==> config.mk <==
export PLATFORM = sky130hd
export DESIGN_NAME = time_base_gen
export DESIGN_NICKNAME = d
export VERILOG_FILES = /design/src/rtl/time_base_pkg.sv /design/src/rtl/tb_mod_cnt.sv /design/src/rtl/time_base_gen.sv
export SDC_FILE = /design/constraint.sdc
export NUM_CORES = 1
export LEC_CHECK = 0
export ABC_AREA = 1
export ABC_CLOCK_PERIOD_IN_PS = 4400
export BUFFER_PORTS_ARGS = -buffer_cell sky130_fd_sc_hd__buf_2
export CORE_MARGIN = 10
export CORE_UTILIZATION = 61
export DETAILED_ROUTE_END_ITERATION = 16
export PLACE_DENSITY = 0.85
export SYNTH_ARGS = -nofsm -noshare
export SYNTH_HDL_FRONTEND = slang
export SYNTH_SLANG_ARGS = --single-unit
==> constraint.sdc <==
create_clock -name clk_sys -period 4.4 [get_ports clk_sys]
set_clock_uncertainty 0.1 [all_clocks]
set_input_delay 0.44 -clock clk_sys [delete_from_list [all_inputs] [get_ports clk_sys]]
set_output_delay 0.44 -clock clk_sys [all_outputs]
set_load 0.05 [all_outputs]
==> src/rtl/time_base_pkg.sv <==
// Shared types and default constants for the time base block.
// Periodic trigger FSM states, snapshot handshake FSM states, default sizing.
// No logic; imported by time_base_gen and tb_mod_cnt users.
package time_base_pkg;

    localparam int unsigned US_PER_MS_DEF = 1000;
    localparam int unsigned MS_PER_S_DEF  = 1000;
    localparam int unsigned TS_W_DEF      = 32;
    localparam int unsigned PER_W_DEF     = 16;

    typedef enum logic {
        P_IDLE = 1'b0,
        P_RUN  = 1'b1
    } per_state_e;

    typedef enum logic {
        S_IDLE = 1'b0,
        S_HOLD = 1'b1
    } snap_state_e;

endpackage

==> src/rtl/tb_mod_cnt.sv <==
// Modulo-MOD event counter: counts tick_in, flags the tick that completes a full period.
// Latency: tick_out is combinational in the same cycle as the completing tick_in.
// Backpressure: none; clr has priority over tick_in and suppresses tick_out.
// Ports: clk, rst_n (async active low), tick_in, clr (sync zero), tick_out (wrap flag).
module tb_mod_cnt #(
    parameter int unsigned MOD = 1000
) (
    input  logic clk,
    input  logic rst_n,
    input  logic tick_in,
    input  logic clr,
    output logic tick_out
);

    localparam int unsigned   CW   = (MOD > 1) ? $clog2(MOD) : 1;
    localparam logic [CW-1:0] LAST = CW'(MOD - 1);

    logic [CW-1:0] cnt_q;
    logic [CW-1:0] cnt_d;

    assign tick_out = tick_in & ~clr & (cnt_q == LAST);

    always_comb begin
        cnt_d = cnt_q;
        if (clr) begin
            cnt_d = '0;
        end else if (tick_in) begin
            cnt_d = tick_out ? '0 : cnt_q + CW'(1);
        end
    end

    always_ff @(posedge clk or negedge rst_n) begin
        if (!rst_n) begin
            cnt_q <= '0;
        end else begin
            cnt_q <= cnt_d;
        end
    end

endmodule

==> src/rtl/time_base_gen.sv <==
// Time base: derives ms/s strobes, us timestamp, periodic trigger and a timestamp snapshot port.
// Latency: every output is registered; strobes appear one cycle after the qualifying us tick.
// Backpressure: none on the strobe path; snapshot uses a 4-phase req/ack level handshake.
// Ports:
//   clk_sys, rst_n            clock, async active-low reset
//   pluse_us, tb_en, tb_clr   1 us strobe, advance enable, sync clear of the time counters
//   per_cfg/start/stop        periodic interval (us), start (latch cfg), stop
//   snap_req                  snapshot request level
//   pluse_ms, pluse_s         1-cycle ms / s strobes
//   ts_us, sec_cnt            free-running us timestamp and seconds count
//   per_trig, per_busy        periodic strobe, periodic FSM running
//   snap_ack, snap_us/sec     snapshot ack and captured timestamp
module time_base_gen
    import time_base_pkg::*;
#(
    parameter int unsigned US_PER_MS = US_PER_MS_DEF,
    parameter int unsigned MS_PER_S  = MS_PER_S_DEF,
    parameter int unsigned TS_W      = TS_W_DEF,
    parameter int unsigned PER_W     = PER_W_DEF
) (
    input  logic             clk_sys,
    input  logic             rst_n,
    input  logic             pluse_us,
    input  logic             tb_en,
    input  logic             tb_clr,
    input  logic [PER_W-1:0] per_cfg,
    input  logic             per_start,
    input  logic             per_stop,
    input  logic             snap_req,
    output logic             pluse_ms,
    output logic             pluse_s,
    output logic [TS_W-1:0]  ts_us,
    output logic [31:0]      sec_cnt,
    output logic             per_trig,
    output logic             per_busy,
    output logic             snap_ack,
    output logic [TS_W-1:0]  snap_us,
    output logic [31:0]      snap_sec
);

    logic tick;
    logic ms_wrap;
    logic s_wrap;

    assign tick = pluse_us & tb_en;

    // ------------------------------------------------------------------
    // Prescalers: us -> ms -> s. The ms stage is fed by the combinational
    // wrap of the us stage so the s strobe lines up with the ms strobe.
    // ------------------------------------------------------------------
    tb_mod_cnt #(.MOD(US_PER_MS)) u_us_div (
        .clk      (clk_sys),
        .rst_n    (rst_n),
        .tick_in  (tick),
        .clr      (tb_clr),
        .tick_out (ms_wrap)
    );

    tb_mod_cnt #(.MOD(MS_PER_S)) u_ms_div (
        .clk      (clk_sys),
        .rst_n    (rst_n),
        .tick_in  (ms_wrap),
        .clr      (tb_clr),
        .tick_out (s_wrap)
    );

    // ------------------------------------------------------------------
    // Timestamp / seconds counters and strobes
    // ------------------------------------------------------------------
    logic [TS_W-1:0] ts_q, ts_d;
    logic [31:0]     sec_q, sec_d;
    logic            pms_q, ps_q;

    always_comb begin
        ts_d  = ts_q;
        sec_d = sec_q;
        if (tb_clr) begin
            ts_d  = '0;
            sec_d = '0;
        end else begin
            if (tick) begin
                ts_d = ts_q + TS_W'(1);
            end
            if (s_wrap) begin
                sec_d = sec_q + 32'd1;
            end
        end
    end

    always_ff @(posedge clk_sys or negedge rst_n) begin
        if (!rst_n) begin
            ts_q  <= '0;
            sec_q <= '0;
            pms_q <= 1'b0;
            ps_q  <= 1'b0;
        end else begin
            ts_q  <= ts_d;
            sec_q <= sec_d;
            pms_q <= ms_wrap;   // already gated by tb_en and tb_clr
            ps_q  <= s_wrap;
        end
    end

    // ------------------------------------------------------------------
    // Periodic trigger FSM
    // ------------------------------------------------------------------
    per_state_e      per_state_q, per_state_d;
    logic [PER_W-1:0] per_cnt_q, per_cnt_d;
    logic [PER_W-1:0] per_lat_q, per_lat_d;
    logic            per_trig_q, per_trig_d;
    logic            per_busy_q;
    logic            cfg_ok;

    assign cfg_ok = (per_cfg != '0);

    always_ff @(posedge clk_sys or negedge rst_n) begin
        if (!rst_n) begin
            per_state_q <= P_IDLE;
            per_cnt_q   <= '0;
            per_lat_q   <= '0;
            per_trig_q  <= 1'b0;
            per_busy_q  <= 1'b0;
        end else begin
            per_state_q <= per_state_d;
            per_cnt_q   <= per_cnt_d;
            per_lat_q   <= per_lat_d;
            per_trig_q  <= per_trig_d;
            per_busy_q  <= (per_state_d == P_RUN);
        end
    end

    // Stop wins over a coincident start.
    always_comb begin
        per_state_d = per_state_q;
        if (per_stop) begin
            per_state_d = P_IDLE;
        end else if (per_start && cfg_ok) begin
            per_state_d = P_RUN;
        end
    end

    // A (re)start reloads the count without triggering; a clear realigns
    // the running interval to the freshly zeroed timestamp.
    always_comb begin
        per_cnt_d  = per_cnt_q;
        per_lat_d  = per_lat_q;
        per_trig_d = 1'b0;
        if (!per_stop) begin
            if (per_start && cfg_ok) begin
                per_lat_d = per_cfg;
                per_cnt_d = per_cfg;
            end else if (per_state_q == P_RUN) begin
                if (tb_clr) begin
                    per_cnt_d = per_lat_q;
                end else if (tick) begin
                    if (per_cnt_q == PER_W'(1)) begin
                        per_trig_d = 1'b1;
                        per_cnt_d  = per_lat_q;
                    end else begin
                        per_cnt_d = per_cnt_q - PER_W'(1);
                    end
                end
            end
        end
    end

    // ------------------------------------------------------------------
    // Snapshot handshake FSM
    // ------------------------------------------------------------------
    snap_state_e     snap_state_q, snap_state_d;
    logic [TS_W-1:0] snap_us_q, snap_us_d;
    logic [31:0]     snap_sec_q, snap_sec_d;
    logic            snap_ack_q;

    always_ff @(posedge clk_sys or negedge rst_n) begin
        if (!rst_n) begin
            snap_state_q <= S_IDLE;
            snap_us_q    <= '0;
            snap_sec_q   <= '0;
            snap_ack_q   <= 1'b0;
        end else begin
            snap_state_q <= snap_state_d;
            snap_us_q    <= snap_us_d;
            snap_sec_q   <= snap_sec_d;
            snap_ack_q   <= (snap_state_d == S_HOLD);
        end
    end

    always_comb begin
        snap_state_d = snap_state_q;
        case (snap_state_q)
            S_IDLE:  if (snap_req)  snap_state_d = S_HOLD;
            S_HOLD:  if (!snap_req) snap_state_d = S_IDLE;
            default: snap_state_d = S_IDLE;
        endcase
    end

    // Capture the registered values, i.e. the timestamp before this cycle's update.
    always_comb begin
        snap_us_d  = snap_us_q;
        snap_sec_d = snap_sec_q;
        if ((snap_state_q == S_IDLE) && snap_req) begin
            snap_us_d  = ts_q;
            snap_sec_d = sec_q;
        end
    end

    // ------------------------------------------------------------------
    // Outputs
    // ------------------------------------------------------------------
    assign pluse_ms = pms_q;
    assign pluse_s  = ps_q;
    assign ts_us    = ts_q;
    assign sec_cnt  = sec_q;
    assign per_trig = per_trig_q;
    assign per_busy = per_busy_q;
    assign snap_ack = snap_ack_q;
    assign snap_us  = snap_us_q;
    assign snap_sec = snap_sec_q;

endmodule

==> impl_metrics.prom, run 1 <==
# TYPE chip_impl_metric gauge
chip_impl_info{name="outcome",value="finished, violations left"} 1
chip_impl_info{name="violations_in_the_final_reports",value="negative hold slack"} 1
chip_impl_metric{name="tightest_slew",unit="ps"} 1080
chip_impl_info{name="clk_root_buf",value="sky130_fd_sc_hd__clkbuf_16"} 1
chip_impl_metric{name="drt-vias-per-instance",unit=""} 5.63
chip_impl_metric{name="cap_viol_max_count",unit=""} 0
chip_impl_metric{name="place_inst",unit=""} 1632
chip_impl_metric{name="cts-hold-fix-buffers",unit=""} 0
chip_impl_metric{name="final_cells",unit=""} 1664
chip_impl_metric{name="dr_vias",unit=""} 9371
chip_impl_metric{name="count_of_flip_flops_with_a_built_in_enable_after_synthesis",unit=""} 0
chip_impl_metric{name="worst_ep_arrival_time",unit="ps"} 3160
chip_impl_metric{name="core.rowCount",unit=""} 45
chip_impl_metric{name="syn-mean-instance-area",unit="sq um"} 7.36
chip_impl_metric{name="dp_hpwl",unit="mm"} 18.9
chip_impl_metric{name="postPlaceCellArea",unit="sq um"} 10500
chip_impl_info{name="netlist_top_cells_area",value="sky130_fd_sc_hd__dfrtp_1 48%, sky130_fd_sc_hd__nand2_1 15%, sky130_fd_sc_hd__o21ai_0 7.0%"} 1
chip_impl_metric{name="mappedNetlistArea",unit="sq um"} 9560
chip_impl_metric{name="syn_nets",unit=""} 1328
chip_impl_metric{name="max_slew_margin",unit=""} 0.279
chip_impl_metric{name="clock.fmax",unit="MHz"} 342
chip_impl_metric{name="setup_viol",unit=""} 0
chip_impl_info{name="cts_tree",value="yes"} 1
chip_impl_metric{name="clk_transition_reported_paths",unit="ps"} 70
chip_impl_metric{name="post_route_cells_drive_above_1_share",unit=""} 0.145
chip_impl_metric{name="period_share",unit=""} 0.664
chip_impl_metric{name="stdcell_area",unit="sq um"} 11000
chip_impl_metric{name="worst-endpoint-required",unit="ps"} 4640
chip_impl_info{name="worstSetupEndpointType",value="flop"} 1
chip_impl_metric{name="regToRegSetupSlack",unit="ps"} 1480
chip_impl_metric{name="ioPinCount",unit=""} 157
chip_impl_info{name="critical_path_class",value="flop to flop"} 1
chip_impl_metric{name="ant_nets",unit=""} 0
chip_impl_metric{name="core_area",unit="sq um"} 15300
chip_impl_metric{name="insertion_delay",unit="ps"} 440
chip_impl_metric{name="drt-total-wl",unit="mm"} 26.1
chip_impl_info{name="crit-reg2reg-capture",value="sec_cnt[2]$_DFFE_PN0P_"} 1
chip_impl_info{name="worstHoldPathType",value="input port to asynchronous set/reset pin"} 1
chip_impl_metric{name="power_leakage",unit="uW"} 0.00551
chip_impl_metric{name="synth.yosys.seq_area_share",unit=""} 0.484
chip_impl_metric{name="synth.ff_latch_count",unit=""} 185
chip_impl_metric{name="grt_use_total",unit=""} 0.241
chip_impl_metric{name="report.final.slew_viol_count",unit=""} 0
chip_impl_metric{name="synthToLayoutAreaGrowth",unit="%"} 15.6
chip_impl_metric{name="synth-warning-count",unit=""} 0
chip_impl_metric{name="numCtsBuffers",unit=""} 17
chip_impl_metric{name="cts_setup_buffers",unit=""} 0
chip_impl_metric{name="ff2ff_path_depth",unit=""} 9
chip_impl_metric{name="drtIter0Drc",unit=""} 1068
chip_impl_metric{name="min_cycle_time_layout",unit="ps"} 2920
chip_impl_metric{name="power",unit="uW"} 3690
chip_impl_info{name="timing.critical_path.from_type",value="flop"} 1
chip_impl_metric{name="port_buffers",unit=""} 156
chip_impl_metric{name="wl_per_cell",unit="um"} 15.7
chip_impl_metric{name="firstDrtPassIters",unit=""} 6
chip_impl_metric{name="clockBufferDepth",unit=""} 2
chip_impl_metric{name="max-vdd-ir-drop",unit="uV"} 278
chip_impl_metric{name="grt_pass1_vias",unit=""} 8642
chip_impl_metric{name="timing.hold.ws",unit="ps"} -7.47
chip_impl_metric{name="finalNetCount",unit=""} 1470
chip_impl_metric{name="post_cts_resized",unit=""} 0
chip_impl_metric{name="final.setup.tns",unit="ps"} 0
chip_impl_info{name="critical_path.reg2reg.startpoint",value="u_ms_div.cnt_q[1]$_DFFE_PN0P_"} 1
chip_impl_metric{name="antenna-diode-count",unit=""} 0
chip_impl_info{name="dominantRegCellSynth",value="sky130_fd_sc_hd__dfrtp_1"} 1
chip_impl_metric{name="pin_count_of_the_biggest_net_entering_global_routing",unit=""} 126
chip_impl_metric{name="detail_route.drc_violations",unit=""} 0
chip_impl_metric{name="ys_async_sr_fraction",unit=""} 1.00
chip_impl_metric{name="die_x",unit="um"} 145
chip_impl_metric{name="fp.dieArea",unit="sq um"} 21100
chip_impl_metric{name="synth.top_cell.area_share",unit=""} 0.484
chip_impl_metric{name="first_pass_grt_wire_length",unit="mm"} 43.1
chip_impl_metric{name="synthDistinctLibCells",unit=""} 36
chip_impl_metric{name="count_of_clock_tree_sinks",unit=""} 185
chip_impl_metric{name="initial_core_util",unit=""} 0.626
chip_impl_info{name="netlist.top_cell.by_area",value="sky130_fd_sc_hd__dfrtp_1"} 1
chip_impl_metric{name="timing.critical_path.fanout_max",unit=""} 29
chip_impl_metric{name="cts_htree_levels",unit=""} 4
chip_impl_metric{name="netlist_instances",unit=""} 1298
chip_impl_metric{name="overflow_left_after_global_routing",unit=""} 0
chip_impl_info{name="setup_repair_after_global_routing_missed_its_margin",value="false"} 1
chip_impl_metric{name="dieHeight",unit="um"} 145
chip_impl_metric{name="power_per_cell_area",unit="nW/um^2"} 334
chip_impl_metric{name="globalplace.congestion",unit=""} 0.944
chip_impl_metric{name="antenna_found_initial",unit=""} 0
chip_impl_metric{name="report.final.hold_viol_count",unit=""} 6
==> state kept, by name (all words and copies together) (netlist names) <==
name	cells
pluse_ms	1
per_busy	1
snap_us	32
u_us_div.cnt_q	10
per_lat_q	16
sec_cnt	32
ts_us	32
per_cnt_q	16
snap_ack	1
snap_sec	32
per_trig	1
pluse_s	1
u_ms_div.cnt_q	10
==> kinds of logic after synthesis <==
logic type,after synthesis,synth area share
compound gates,191,0.103
xor+xnor,14,0.0128
fa+ha+maj,6,0.00786
buf+inv,192,0.0783
flops,185,0.484
mux,3,0.00353
simple gates,707,0.310
==> layout by cell type, fill, tap and decap left out, types with 2 or more instances in the layout <==
| cell type | Yosys | routed |
|---|---|---|
| sky130_fd_sc_hd__clkbuf_1 | 26 | 2 |
| sky130_fd_sc_hd__mux2_2 | 3 | 3 |
| sky130_fd_sc_hd__nor2_1 | 129 | 128 |
| sky130_fd_sc_hd__dfrtp_1 | 185 | 185 |
| sky130_fd_sc_hd__o22ai_1 | 3 | 3 |
| sky130_fd_sc_hd__buf_2 | 9 | 155 |
| sky130_fd_sc_hd__o31ai_1 | 2 | 2 |
| sky130_fd_sc_hd__nand2_2 | 2 | 2 |
| sky130_fd_sc_hd__xnor2_1 | 2 | 2 |
| sky130_fd_sc_hd__inv_1 | 150 | 149 |
| sky130_fd_sc_hd__clkinv_2 | 0 | 4 |
| sky130_fd_sc_hd__nor2_2 | 4 | 5 |
| sky130_fd_sc_hd__clkinvlp_4 | 0 | 4 |
| sky130_fd_sc_hd__nand4_1 | 34 | 34 |
| sky130_fd_sc_hd__nand3_1 | 101 | 101 |
| sky130_fd_sc_hd__nand3b_1 | 2 | 2 |
| sky130_fd_sc_hd__o21ai_0 | 134 | 134 |
| sky130_fd_sc_hd__ha_1 | 6 | 6 |
| sky130_fd_sc_hd__or2_2 | 4 | 4 |
| sky130_fd_sc_hd__buf_4 | 0 | 5 |
| sky130_fd_sc_hd__clkbuf_16 | 0 | 17 |
| sky130_fd_sc_hd__inv_2 | 2 | 3 |
| sky130_fd_sc_hd__o21ai_1 | 13 | 13 |
| sky130_fd_sc_hd__xor2_1 | 12 | 12 |
| sky130_fd_sc_hd__clkbuf_8 | 0 | 3 |
| sky130_fd_sc_hd__clkinv_1 | 2 | 2 |
| sky130_fd_sc_hd__nand2_1 | 393 | 392 |
| sky130_fd_sc_hd__nor3_1 | 35 | 35 |
| sky130_fd_sc_hd__a21oi_1 | 32 | 32 |
==> final cells by class <==
class                      instances  area, sq um
tap                              211          264
multi-input combinational        921         4190
sequential                       185         4630
clock buffer                      21          460
timing repair buffer             161          827
inverter                         154          578
clock inverter                    11         97.6
fill                            1217         4210
==> metrics by stage <==
stage          setup WS [ps]  utilization
6_report                1480        0.724
2_1_floorplan           2310            -
3_5_place_dp            1480        0.687
3_3_place_gp            1620        0.687
4_1_cts                 1540        0.724
5_1_grt                 1330        0.724
==> where the power goes <==
group | switching, uW | internal, uW
clock network | 655 | 807
registers | 61.6 | 1770
logic | 293 | 111
total | 1010 | 2690
==> how the worst max path moves through the flow <==
stage,start,endpoint,slack (ps)
3_3_place_gp,pluse_us,sec_cnt[11]$_DFFE_PN0P_,1620
5_1_grt,u_ms_div.cnt_q[1]$_DFFE_PN0P_,sec_cnt[2]$_DFFE_PN0P_,1330
4_1_cts,u_ms_div.cnt_q[1]$_DFFE_PN0P_,sec_cnt[2]$_DFFE_PN0P_,1540
3_5_place_dp,pluse_us,sec_cnt[2]$_DFFE_PN0P_,1480
6_report,u_ms_div.cnt_q[1]$_DFFE_PN0P_,sec_cnt[2]$_DFFE_PN0P_,1480
2_1_floorplan,ts_us[0]$_DFFE_PN0P_,ts_us[16]$_DFFE_PN0P_,2310
==> critical path, cell delays in order (launching register included) <==
cell	delay, ps
sky130_fd_sc_hd__dfrtp_1	410
sky130_fd_sc_hd__ha_1	210
sky130_fd_sc_hd__nand2_1	140
sky130_fd_sc_hd__inv_1	60
sky130_fd_sc_hd__nand3_1	160
sky130_fd_sc_hd__nor2_2	60
sky130_fd_sc_hd__buf_4	210
sky130_fd_sc_hd__nor2_2	820
sky130_fd_sc_hd__inv_2	340
sky130_fd_sc_hd__o21ai_0	300
==> per-layer routing <==
layer / vias up / global-route usage / routed length [um]
li1: 4473 / - / -
met1: 4411 / 0.324 / 11300
met2: 441 / 0.391 / 12600
met3: 46 / 0.0432 / 1780
met4: 0 / 0.0647 / 435
met5: - / 0 / 0
==> cells in the mapped netlist (4+ instances only) <==
library cell,n
sky130_fd_sc_hd__nand2_1,393
sky130_fd_sc_hd__dfrtp_1,185
sky130_fd_sc_hd__inv_1,150
sky130_fd_sc_hd__o21ai_0,134
sky130_fd_sc_hd__nor2_1,129
sky130_fd_sc_hd__nand3_1,101
sky130_fd_sc_hd__nor3_1,35
sky130_fd_sc_hd__nand4_1,34
sky130_fd_sc_hd__a21oi_1,32
sky130_fd_sc_hd__clkbuf_1,26
sky130_fd_sc_hd__o21ai_1,13
sky130_fd_sc_hd__xor2_1,12
sky130_fd_sc_hd__buf_2,9
sky130_fd_sc_hd__ha_1,6
sky130_fd_sc_hd__nor2_2,4
sky130_fd_sc_hd__or2_2,4
Note: power is estimated with default switching activity, not from simulation.
==> run 2, diff against run 1 <==
--- a/config.mk
+++ b/config.mk
@@ -6,12 +6,12 @@
 export NUM_CORES = 1
 export LEC_CHECK = 0
 export ABC_AREA = 1
-export ABC_CLOCK_PERIOD_IN_PS = 4400
+export ABC_CLOCK_PERIOD_IN_PS = 2700
 export BUFFER_PORTS_ARGS = -buffer_cell sky130_fd_sc_hd__buf_2
 export CORE_MARGIN = 10
-export CORE_UTILIZATION = 61
+export CORE_UTILIZATION = 57
 export DETAILED_ROUTE_END_ITERATION = 16
-export PLACE_DENSITY = 0.85
+export PLACE_DENSITY = 0.81
 export SYNTH_ARGS = -nofsm -noshare
 export SYNTH_HDL_FRONTEND = slang
 export SYNTH_SLANG_ARGS = --single-unit
==> constraint.sdc (replaced) <==
create_clock -name clk_sys -period 2.7 [get_ports clk_sys]
set_clock_uncertainty 0.1 [all_clocks]
set_input_delay 0.27 -clock clk_sys [delete_from_list [all_inputs] [get_ports clk_sys]]
set_output_delay 0.27 -clock clk_sys [all_outputs]
set_load 0.05 [all_outputs]
==> run 2 against run 1 <==
Net effect:
- the run now ends clean
- register-to-register slack worse by 900 ps
- global-route usage is 1.5 points lower
- count of clock-buffer cells in the layout is 1 lower
- critical endpoint is now u_ms_div.cnt_q[2]$_DFFE_PN0P_
==> impl_metrics.prom, run 2 (synthesized netlist as in run 1, its figures left out) <==
# TYPE chip_impl_metric gauge
chip_impl_metric{name="max-vdd-ir-drop",unit="uV"} 474
chip_impl_metric{name="ant_nets",unit=""} 0
chip_impl_info{name="worstSetupEndpointType",value="flop"} 1
chip_impl_metric{name="insertion_delay",unit="ps"} 430
chip_impl_metric{name="post_cts_resized",unit=""} 0
chip_impl_metric{name="timing.critical_path.fanout_max",unit=""} 14
chip_impl_info{name="clk_root_buf",value="sky130_fd_sc_hd__clkbuf_16"} 1
chip_impl_metric{name="overflow_left_after_global_routing",unit=""} 0
chip_impl_metric{name="postPlaceCellArea",unit="sq um"} 10600
chip_impl_metric{name="die_x",unit="um"} 149
chip_impl_metric{name="drt-total-wl",unit="mm"} 25.6
chip_impl_metric{name="finalNetCount",unit=""} 1493
chip_impl_metric{name="cts_setup_buffers",unit=""} 0
chip_impl_metric{name="port_buffers",unit=""} 156
chip_impl_info{name="setup_repair_after_global_routing_missed_its_margin",value="false"} 1
chip_impl_info{name="most_common_cell_after_layout_fill_and_taps_aside",value="sky130_fd_sc_hd__nand2_1"} 1
chip_impl_metric{name="cap_viol_max_count",unit=""} 0
chip_impl_metric{name="max_slew_margin",unit=""} 0.553
chip_impl_metric{name="ioPinCount",unit=""} 157
chip_impl_metric{name="report.final.slew_viol_count",unit=""} 0
chip_impl_metric{name="dieHeight",unit="um"} 149
chip_impl_metric{name="min_cycle_time_layout",unit="ps"} 2210
chip_impl_metric{name="final.setup.tns",unit="ps"} 0
chip_impl_metric{name="dr_vias",unit=""} 9162
chip_impl_metric{name="clk_transition_reported_paths",unit="ps"} 70
chip_impl_metric{name="clockBufferDepth",unit=""} 2
chip_impl_metric{name="antenna-diode-count",unit=""} 0
chip_impl_metric{name="post_route_cells_drive_above_1_share",unit=""} 0.148
chip_impl_metric{name="dp_hpwl",unit="mm"} 18.8
chip_impl_metric{name="count_of_clock_tree_sinks",unit=""} 185
chip_impl_metric{name="drtIter0Drc",unit=""} 828
chip_impl_metric{name="grt_use_total",unit=""} 0.226
chip_impl_metric{name="grt_pass1_vias",unit=""} 8632
chip_impl_metric{name="clock.fmax",unit="MHz"} 453
chip_impl_metric{name="firstDrtPassIters",unit=""} 6
chip_impl_metric{name="numCtsBuffers",unit=""} 17
chip_impl_metric{name="report.final.hold_viol_count",unit=""} 0
chip_impl_metric{name="worst-endpoint-required",unit="ps"} 2930
chip_impl_metric{name="regToRegSetupSlack",unit="ps"} 580
chip_impl_metric{name="power_per_cell_area",unit="nW/um^2"} 542
chip_impl_metric{name="first_pass_grt_wire_length",unit="mm"} 41.6
chip_impl_metric{name="place_ws",unit="ps"} 581
chip_impl_metric{name="globalplace.congestion",unit=""} 0.945
chip_impl_info{name="critical_path_class",value="input port to flop"} 1
chip_impl_metric{name="synthToLayoutAreaGrowth",unit="%"} 18.4
chip_impl_metric{name="detail_route.drc_violations",unit=""} 0
chip_impl_metric{name="cts_htree_levels",unit=""} 4
chip_impl_metric{name="pin_count_of_the_biggest_net_entering_global_routing",unit=""} 80
chip_impl_metric{name="antenna_found_initial",unit=""} 0
chip_impl_metric{name="tightest_slew",unit="ps"} 670
chip_impl_info{name="outcome",value="finished, final reports clean"} 1
chip_impl_metric{name="stdcell_area",unit="sq um"} 11300
chip_impl_metric{name="worst_ep_arrival_time",unit="ps"} 2430
chip_impl_metric{name="core.rowCount",unit=""} 47
chip_impl_metric{name="setup_viol",unit=""} 0
chip_impl_metric{name="layout_setup_ws",unit="ps"} 492
chip_impl_metric{name="drt-vias-per-instance",unit=""} 5.41
chip_impl_info{name="final_cell_mix",value="392 x sky130_fd_sc_hd__nand2_1, 185 x sky130_fd_sc_hd__dfrtp_1, 155 x sky130_fd_sc_hd__buf_2, 149 x sky130_fd_sc_hd__inv_1, 134 x sky130_fd_sc_hd__o21ai_0"} 1
chip_impl_metric{name="core_area",unit="sq um"} 16500
chip_impl_metric{name="power_leakage",unit="uW"} 0.00563
chip_impl_metric{name="fin_util",unit=""} 0.685
chip_impl_info{name="worstHoldPathType",value="input port to flop"} 1
chip_impl_metric{name="initial_core_util",unit=""} 0.578
chip_impl_info{name="timing.critical_path.from_type",value="input port"} 1
chip_impl_info{name="cts_tree",value="yes"} 1
chip_impl_metric{name="period_share",unit=""} 0.818
chip_impl_metric{name="fp.dieArea",unit="sq um"} 22300
chip_impl_metric{name="wl_per_cell",unit="um"} 15.1
run 2: cell types whose count changed in the layout (fill, tap and decap cells not counted), sizes merged:
cell and delta:
buf +8, dlygate4sd3 +15, clkbuf -1, bufinv +1, inv +1, clkinvlp -2
run 2: worst paths after layout:
check,startpoint,to,cells past startpoint
worst max-delay path,tb_clr,u_ms_div.cnt_q[2]$_DFFE_PN0P_,9
worst min-delay path,per_cfg[4],per_lat_q[4]$_DFFE_PN0P_,3
worst max register to register,ts_us[0]$_DFFE_PN0P_,ts_us[16]$_DFFE_PN0P_,7
worst min register to register,snap_us[8]$_DFFE_PN0P_,snap_us[8]$_DFFE_PN0P_,2
max in group asynchronous,rst_n,sec_cnt[9]$_DFFE_PN0P_,3
min in group asynchronous,rst_n,u_us_div.cnt_q[8]$_DFFE_PN0P_,2
run 2: where the power goes:
| group | leakage, uW | total [uW] | switching (uW) | internal [uW] |
|---|---|---|---|---|
| registers | 0.00252 | 2980 | 103 | 2880 |
| logic | 0.00283 | 681 | 474 | 206 |
| clock network | 0.000282 | 2470 | 1060 | 1410 |
| total | 0.00563 | 6130 | 1640 | 4490 |
run 2: timing repair:
| item | 4_1_cts | 5_1_grt |
|---|---|---|
| hold buffers | 15 | 0 |
| endpoints found under the setup margin | 0 | 0 |
| hold endpoints to repair | 90 | 0 |
run 2: through the flow:
step	total power (uW)	instances	hold WS (ps)
final	6130	1695	29.1
after global routing	6360	1695	46.3
after CTS	6150	1695	15.5
after detailed placement	3690	1649	252
after global placement	3670	1649	251
after floorplan	3460	1298	-126
run 2: cell type report:
class | count | area [sq um]
Fill cell | 1387 | 5210
Clock inverter | 11 | 121
Sequential cell | 185 | 4630
Inverter | 154 | 578
Multi-Input combinational cell | 921 | 4190
Clock buffer | 20 | 457
Tap cell | 220 | 275
Timing Repair Buffer | 184 | 1060
run 2: worst max-delay path: stages:
cell and delay [ps]:
sky130_fd_sc_hd__dlygate4sd3_1 540, sky130_fd_sc_hd__buf_2 170, sky130_fd_sc_hd__nor2_2 270, sky130_fd_sc_hd__nand3_1 120
sky130_fd_sc_hd__nand3b_4 220, sky130_fd_sc_hd__nand2_1 390, sky130_fd_sc_hd__inv_1 210, sky130_fd_sc_hd__o21ai_0 190
sky130_fd_sc_hd__nor2_1 50
run 2: per-layer routing:
layer	up-vias	track usage	share of wire
met5	-	0	0
met1	4278	0.300	0.44
li1	4509	-	-
met4	0	0.0662	0.020
met2	335	0.368	0.47
met3	40	0.0423	0.074
